===== src/rtl/uart_pkg.sv =====
// rtl/uart_pkg.sv - shared FSM state encodings and serial line constants for the UART link
package uart_pkg;

  typedef enum logic [2:0] {
    RX_IDLE,
    RX_START,
    RX_DATA,
    RX_STOP,
    RX_WAIT_IDLE
  } rx_state_e;

  typedef enum logic [1:0] {
    TX_IDLE,
    TX_START,
    TX_DATA,
    TX_STOP
  } tx_state_e;

  localparam logic START_BIT = 1'b0;
  localparam logic STOP_BIT  = 1'b1;
  localparam logic LINE_IDLE = 1'b1;

endpackage


===== src/rtl/uart_rx_core.sv =====
// rtl/uart_rx_core.sv - 8N1 receiver: 2-flop synchroniser, RX FSM, bit counter, shift register
//   clk, rst      : clock, async active-high reset
//   rx_bit        : serial input, idle high
//   rx_data       : last correctly framed byte
//   rx_valid      : one-cycle pulse when rx_data updates
//   rx_frame_err  : one-cycle pulse when the stop bit is sampled low
module uart_rx_core
  import uart_pkg::*;
#(
  parameter int CLKS_PER_BIT = 1,
  parameter int DATA_BITS    = 8
) (
  input  logic                 clk,
  input  logic                 rst,
  input  logic                 rx_bit,
  output logic [DATA_BITS-1:0] rx_data,
  output logic                 rx_valid,
  output logic                 rx_frame_err
);

  localparam int CNT_W = $clog2(CLKS_PER_BIT + 1);
  localparam int IDX_W = $clog2(DATA_BITS + 1);
  localparam logic [CNT_W-1:0] LAST_CNT = CNT_W'(CLKS_PER_BIT - 1);
  localparam logic [CNT_W-1:0] HALF_CNT = CNT_W'((CLKS_PER_BIT - 1) / 2);
  localparam logic [IDX_W-1:0] LAST_BIT = IDX_W'(DATA_BITS - 1);

  rx_state_e            state_q, state_d;
  logic [1:0]           sync_q, sync_d;
  logic [CNT_W-1:0]     cnt_q, cnt_d;
  logic [IDX_W-1:0]     idx_q, idx_d;
  logic [DATA_BITS-1:0] shift_q, shift_d;
  logic [DATA_BITS-1:0] data_q, data_d;
  logic                 valid_q, valid_d;
  logic                 ferr_q, ferr_d;
  logic                 line;

  assign sync_d = {sync_q[0], rx_bit};
  assign line   = sync_q[1];

  always_ff @(posedge clk or posedge rst) begin
    if (rst) begin
      state_q <= RX_IDLE;
      sync_q  <= {2{LINE_IDLE}};
      cnt_q   <= '0;
      idx_q   <= '0;
      shift_q <= '0;
      data_q  <= '0;
      valid_q <= 1'b0;
      ferr_q  <= 1'b0;
    end else begin
      state_q <= state_d;
      sync_q  <= sync_d;
      cnt_q   <= cnt_d;
      idx_q   <= idx_d;
      shift_q <= shift_d;
      data_q  <= data_d;
      valid_q <= valid_d;
      ferr_q  <= ferr_d;
    end
  end

  always_comb begin
    state_d = state_q;
    cnt_d   = cnt_q;
    idx_d   = idx_q;
    shift_d = shift_q;
    data_d  = data_q;
    valid_d = 1'b0;
    ferr_d  = 1'b0;
    case (state_q)
      RX_IDLE: begin
        if (line == START_BIT) begin
          cnt_d = '0;
          idx_d = '0;
          // With no half-bit wait the detect cycle already is the mid-bit sample.
          if (HALF_CNT == '0) begin
            state_d = RX_DATA;
          end else begin
            state_d = RX_START;
            cnt_d   = CNT_W'(1);
          end
        end
      end
      RX_START: begin
        if (cnt_q == HALF_CNT) begin
          cnt_d   = '0;
          state_d = (line == START_BIT) ? RX_DATA : RX_IDLE;
        end else begin
          cnt_d = cnt_q + 1'b1;
        end
      end
      RX_DATA: begin
        if (cnt_q == LAST_CNT) begin
          cnt_d   = '0;
          shift_d = {line, shift_q[DATA_BITS-1:1]};
          idx_d   = idx_q + 1'b1;
          if (idx_q == LAST_BIT) state_d = RX_STOP;
        end else begin
          cnt_d = cnt_q + 1'b1;
        end
      end
      RX_STOP: begin
        if (cnt_q == LAST_CNT) begin
          cnt_d = '0;
          if (line == STOP_BIT) begin
            data_d  = shift_q;
            valid_d = 1'b1;
            state_d = RX_IDLE;
          end else begin
            ferr_d  = 1'b1;
            state_d = RX_WAIT_IDLE;
          end
        end else begin
          cnt_d = cnt_q + 1'b1;
        end
      end
      RX_WAIT_IDLE: begin
        if (line == LINE_IDLE) state_d = RX_IDLE;
      end
      default: state_d = RX_IDLE;
    endcase
  end

  assign rx_data      = data_q;
  assign rx_valid     = valid_q;
  assign rx_frame_err = ferr_q;

endmodule


===== src/rtl/uart_tx_core.sv =====
// rtl/uart_tx_core.sv - 8N1 transmitter: TX FSM, bit counter, shift register, registered line
//   clk, rst   : clock, async active-high reset
//   load       : load request, honoured only in IDLE
//   load_data  : byte latched on load
//   tx_bit     : serial output, idle high
//   tx_ready   : transmitter in IDLE
//   tx_busy    : frame in progress
module uart_tx_core
  import uart_pkg::*;
#(
  parameter int CLKS_PER_BIT = 1,
  parameter int DATA_BITS    = 8
) (
  input  logic                 clk,
  input  logic                 rst,
  input  logic                 load,
  input  logic [DATA_BITS-1:0] load_data,
  output logic                 tx_bit,
  output logic                 tx_ready,
  output logic                 tx_busy
);

  localparam int CNT_W = $clog2(CLKS_PER_BIT + 1);
  localparam int IDX_W = $clog2(DATA_BITS + 1);
  localparam logic [CNT_W-1:0] LAST_CNT = CNT_W'(CLKS_PER_BIT - 1);
  localparam logic [IDX_W-1:0] LAST_BIT = IDX_W'(DATA_BITS - 1);

  tx_state_e            state_q, state_d;
  logic [CNT_W-1:0]     cnt_q, cnt_d;
  logic [IDX_W-1:0]     idx_q, idx_d;
  logic [DATA_BITS-1:0] shift_q, shift_d;
  logic                 bit_q, bit_d;

  always_ff @(posedge clk or posedge rst) begin
    if (rst) begin
      state_q <= TX_IDLE;
      cnt_q   <= '0;
      idx_q   <= '0;
      shift_q <= '0;
      bit_q   <= LINE_IDLE;
    end else begin
      state_q <= state_d;
      cnt_q   <= cnt_d;
      idx_q   <= idx_d;
      shift_q <= shift_d;
      bit_q   <= bit_d;
    end
  end

  // The line value is computed alongside the state change so it leaves a flop
  // and lines up exactly with the state it belongs to.
  always_comb begin
    state_d = state_q;
    cnt_d   = cnt_q;
    idx_d   = idx_q;
    shift_d = shift_q;
    bit_d   = bit_q;
    case (state_q)
      TX_IDLE: begin
        bit_d = LINE_IDLE;
        if (load) begin
          shift_d = load_data;
          cnt_d   = '0;
          idx_d   = '0;
          bit_d   = START_BIT;
          state_d = TX_START;
        end
      end
      TX_START: begin
        if (cnt_q == LAST_CNT) begin
          cnt_d   = '0;
          bit_d   = shift_q[0];
          shift_d = shift_q >> 1;
          state_d = TX_DATA;
        end else begin
          cnt_d = cnt_q + 1'b1;
        end
      end
      TX_DATA: begin
        if (cnt_q == LAST_CNT) begin
          cnt_d = '0;
          if (idx_q == LAST_BIT) begin
            bit_d   = STOP_BIT;
            state_d = TX_STOP;
          end else begin
            bit_d   = shift_q[0];
            shift_d = shift_q >> 1;
            idx_d   = idx_q + 1'b1;
          end
        end else begin
          cnt_d = cnt_q + 1'b1;
        end
      end
      TX_STOP: begin
        if (cnt_q == LAST_CNT) begin
          cnt_d   = '0;
          bit_d   = LINE_IDLE;
          state_d = TX_IDLE;
        end else begin
          cnt_d = cnt_q + 1'b1;
        end
      end
      default: state_d = TX_IDLE;
    endcase
  end

  assign tx_bit   = bit_q;
  assign tx_ready = (state_q == TX_IDLE);
  assign tx_busy  = (state_q != TX_IDLE);

endmodule


===== src/rtl/uart_serial_link.sv =====
// rtl/uart_serial_link.sv - full-duplex 8N1 UART link with optional receive-to-transmit echo
//   clk, rst          : clock, async active-high reset
//   rx_bit / tx_bit   : serial in / out, idle high
//   rx_data, rx_valid : received byte and its one-cycle strobe
//   rx_frame_err      : one-cycle strobe on a low stop bit
//   tx_data, tx_valid : host byte and load request (ignored when ECHO=1)
//   tx_ready, tx_busy : transmitter idle / sending
//   tx_overrun        : one-cycle strobe when an echo byte is dropped
module uart_serial_link
  import uart_pkg::*;
#(
  parameter int CLKS_PER_BIT = 1,
  parameter int DATA_BITS    = 8,
  parameter bit ECHO         = 1'b1
) (
  input  logic                 clk,
  input  logic                 rst,
  input  logic                 rx_bit,
  output logic                 tx_bit,
  output logic [DATA_BITS-1:0] rx_data,
  output logic                 rx_valid,
  output logic                 rx_frame_err,
  input  logic [DATA_BITS-1:0] tx_data,
  input  logic                 tx_valid,
  output logic                 tx_ready,
  output logic                 tx_busy,
  output logic                 tx_overrun
);

  logic                 load;
  logic [DATA_BITS-1:0] load_data;

  uart_rx_core #(
    .CLKS_PER_BIT(CLKS_PER_BIT),
    .DATA_BITS   (DATA_BITS)
  ) u_rx (
    .clk         (clk),
    .rst         (rst),
    .rx_bit      (rx_bit),
    .rx_data     (rx_data),
    .rx_valid    (rx_valid),
    .rx_frame_err(rx_frame_err)
  );

  assign load      = ECHO ? rx_valid : tx_valid;
  assign load_data = ECHO ? rx_data  : tx_data;

  // A received byte that finds the transmitter mid-frame is simply lost.
  assign tx_overrun = ECHO && rx_valid && !tx_ready;

  uart_tx_core #(
    .CLKS_PER_BIT(CLKS_PER_BIT),
    .DATA_BITS   (DATA_BITS)
  ) u_tx (
    .clk      (clk),
    .rst      (rst),
    .load     (load),
    .load_data(load_data),
    .tx_bit   (tx_bit),
    .tx_ready (tx_ready),
    .tx_busy  (tx_busy)
  );

endmodule


===== config.mk =====
export PLATFORM = sky130hd
export DESIGN_NAME = uart_serial_link
export DESIGN_NICKNAME = d
export VERILOG_FILES = /design/src/rtl/uart_pkg.sv /design/src/rtl/uart_rx_core.sv /design/src/rtl/uart_tx_core.sv /design/src/rtl/uart_serial_link.sv
export SDC_FILE = /design/constraint.sdc
export NUM_CORES = 1
export LEC_CHECK = 0
export CELL_PAD_IN_SITES_DETAIL_PLACEMENT = 0
export CELL_PAD_IN_SITES_GLOBAL_PLACEMENT = 1
export CORE_UTILIZATION = 32
export CTS_BUF_LIST = sky130_fd_sc_hd__clkbuf_4 sky130_fd_sc_hd__clkbuf_8 sky130_fd_sc_hd__clkbuf_16
export DETAILED_ROUTE_END_ITERATION = 10
export HOLD_SLACK_MARGIN = 0.03
export PLACE_DENSITY_LB_ADDON = 0.3
export SLEW_MARGIN = 20
export SYNTH_ARGS = -nofsm -noshare
export SYNTH_HDL_FRONTEND = slang
export SYNTH_SLANG_ARGS = --single-unit

===== constraint.sdc =====
create_clock -name clk -period 2.5 [get_ports clk]
set_input_delay 0.75 -clock clk [delete_from_list [all_inputs] [get_ports clk]]
set_output_delay 0.75 -clock clk [all_outputs]
set_load 0.02 [all_outputs]

==> results.txt <==
outcome: finished, final reports clean
FILL cells: 543
Final Util: 0.397
Via Count: 1152
crit path cell chain: inv_1 -> ha_1 -> nor2b_1 -> dlygate4sd2_1
total CTS buffers: 5
Leakage: 0.992 nW
first-pass GRT wire length: 5880 µm
routability cong.: 0.678
core region area: 0.00557 mm²
Die H: 78.5 µm
minimum clock period: 2.30 ns
class of the most critical setup path: reg2out
mean post-synth cell area: 13.5 µm²
most frequent cells in the layout: dfrtp_1 (39), mux2_2 (34), clkdlybuf4s50_1 (13)
Synth Cell Area: 0.00187 mm²
Worst EP arrival: 1.55 ns
Fmax: 435 MHz
YS warnings: 0
design area: 0.00221 mm²
register area share after synthesis: 0.563
starting density of the core: 0.336
Slew Limit Fails: 0
most common cell after layout, fill and taps aside: dfrtp_1
GR Util All Layers: 0.124
VDD IR max: 0.000551 V
Critical Path Source Type: flip-flop
global route overflow: 0
share of flip-flops with an asynchronous set or reset: 1.00
die width: 78.5 µm
Skew-Pair Late Insertion Delay: 0.30 ns
Top Family by Delay on Critical Path: buffers and inverters
Buf/Inv on CP: 2
Placed Cells: 226
Diodes inserted: 0
Clock Skew: 0.00744 ns
Fin Setup TNS: 0 ns
Required @ worst endpoint: 1.75 ns
# IOs: 26
Worst Path Max Fanout: 8
die area: 0.00616 mm²
Worst Setup End Kind: primary output
Netlist cell types: 35
RSZ-0062 raised after global routing: no
via count of the first global-routing pass: 1246
# DRC: 0
flops & latches, synth: 42
Root Buffer: clkbuf_8
Layout Cells excl Fill: 234
sum of net half-perimeters after detailed placement: 2300 µm
DR pass1 iterations: 4
Critical-path top delay cell: dfrtp_1
initial antenna violation count: 0
vias per cell: 4.92
number of synthesized flops with an enable pin: 0
class of the worst hold path: reg2reg
routed len/inst: 14.3 µm
clk buf depth: 2
Synth Net Count: 157
Final period util: 0.919
Worst Tran Pin Value: 0.542 ns
critical path's largest stage delay: 0.41 ns
net count reported at finish: 179
# hold bufs at CTS: 0
Power Density: 1380 mW/mm²
initial DRC count: 21
Multi-input gate area: 779 µm²
clk sinks: 42
Final setup viols: 0
Hold Vio Cnt, Final: 0
clk slew on worst S/H paths: 0.09 ns
Placement Cell Area: 0.00212 mm²
fraction of layout cells with a size suffix above 1: 0.315
Reg area: 0.00105 mm²
Primary FF master, synth: dfrtp_1
Post-Syn Instances: 139
Min Hold Slack: 0.363 ns
CTS tree: yes
Max H-tree Level: 2
area grow syn2layout: 18.0%
IO buf count: 16
final wirelength: 3340 µm
Final ANT Viol Nets: 0
max-cap violations: 0
FP Rows: 27
largest net degree at the start of global routing: 43
Slew headroom: 0.638
## Yosys cell counts (all sizes together) (3+ instances only)
cell	n	area share
a22o	3	0.014
mux2	34	0.20
dfstp	3	0.042
nand2	7	0.014
ha	6	0.040
o21ai	3	0.0080
nor2b	3	0.010
inv	6	0.012
dfrtp	39	0.52
nand3	6	0.016
## registers in the layout, summed over array words and instances (netlist names)
register	cells
u_rx.idx_q	4
u_rx.rx_data	8
u_rx.rx_frame_err	1
u_rx.rx_valid	1
u_rx.shift_q	8
u_rx.state_q	3
u_rx.sync_q	2
u_tx.idx_q	4
u_tx.shift_q	8
u_tx.state_q	2
u_tx.tx_bit	1
## worst register-to-register path, cell delays in order, from the launching register on
cell and delay [ns]:
dfrtp_1 0.41, inv_1 0.08, ha_1 0.30, and2b_2 0.26, a211oi_4 0.48, mux2_2 0.40
## worst paths after layout
check | startpoint | to | slack (ns) | depth (start not counted)
setup / recovery | u_tx.state_q[0] | tx_overrun | 0.20 | 4
hold / removal | u_rx.sync_q[0] | u_rx.sync_q[1] | 0.36 | 0
setup reg to reg | u_tx.state_q[0] | u_tx.shift_q[3] | 0.46 | 5
hold reg to reg | u_rx.sync_q[0] | u_rx.sync_q[1] | 0.36 | 0
max in group asynchronous | rst | u_rx.sync_q[0] | 1.23 | 3
min in group asynchronous | rst | u_tx.shift_q[5] | 0.89 | 3
## layer usage
layer	GRT usage	up-vias	wire, µm
met1	0.147	588	1490
met4	0.0685	0	55
met3	0.0326	5	101
li1	-	542	-
met5	0	-	0
met2	0.203	17	1700
## layout make-up
type                    instances  share of cell area
well taps                      72              0.0407
inverters                       6              0.0102
multi-input cells              88               0.353
clock inverters                 3              0.0108
flip-flops and latches         42               0.477
clock buffers                   5              0.0311
repair buffers                 18              0.0775
## where the power goes
| group | total (mW) | internal, mW | switching (mW) |
|---|---|---|---|
| registers | 1.21 | 0.986 | 0.228 |
| clock network | 0.447 | 0.200 | 0.248 |
| logic | 1.38 | 0.765 | 0.617 |
## cells by family after synthesis
| kind of cell | share of synthesized area |
|---|---|
| adders and majority gates | 0.0401 |
| muxes | 0.210 |
| DFF | 0.563 |
| AOI/OAI and AO/OA | 0.0554 |
| and+or+nand+nor | 0.111 |
| buffers and inverters | 0.0207 |
## repair_timing
item,in CTS,in global routing
setup buffers,0,0
gates resized for setup,3,0
setup endpoints to repair,3,0
## per-stage QoR
stage | power (mW) | setup WS (ns)
4_1_cts | 3.09 | 0.171
3_3_place_gp | 2.56 | 0.288
6_report | 3.04 | 0.202
5_1_grt | 3.27 | 0.0846
3_5_place_dp | 2.64 | 0.222
2_1_floorplan | 2.22 | 0.587
(Power assumes the default switching activity.)
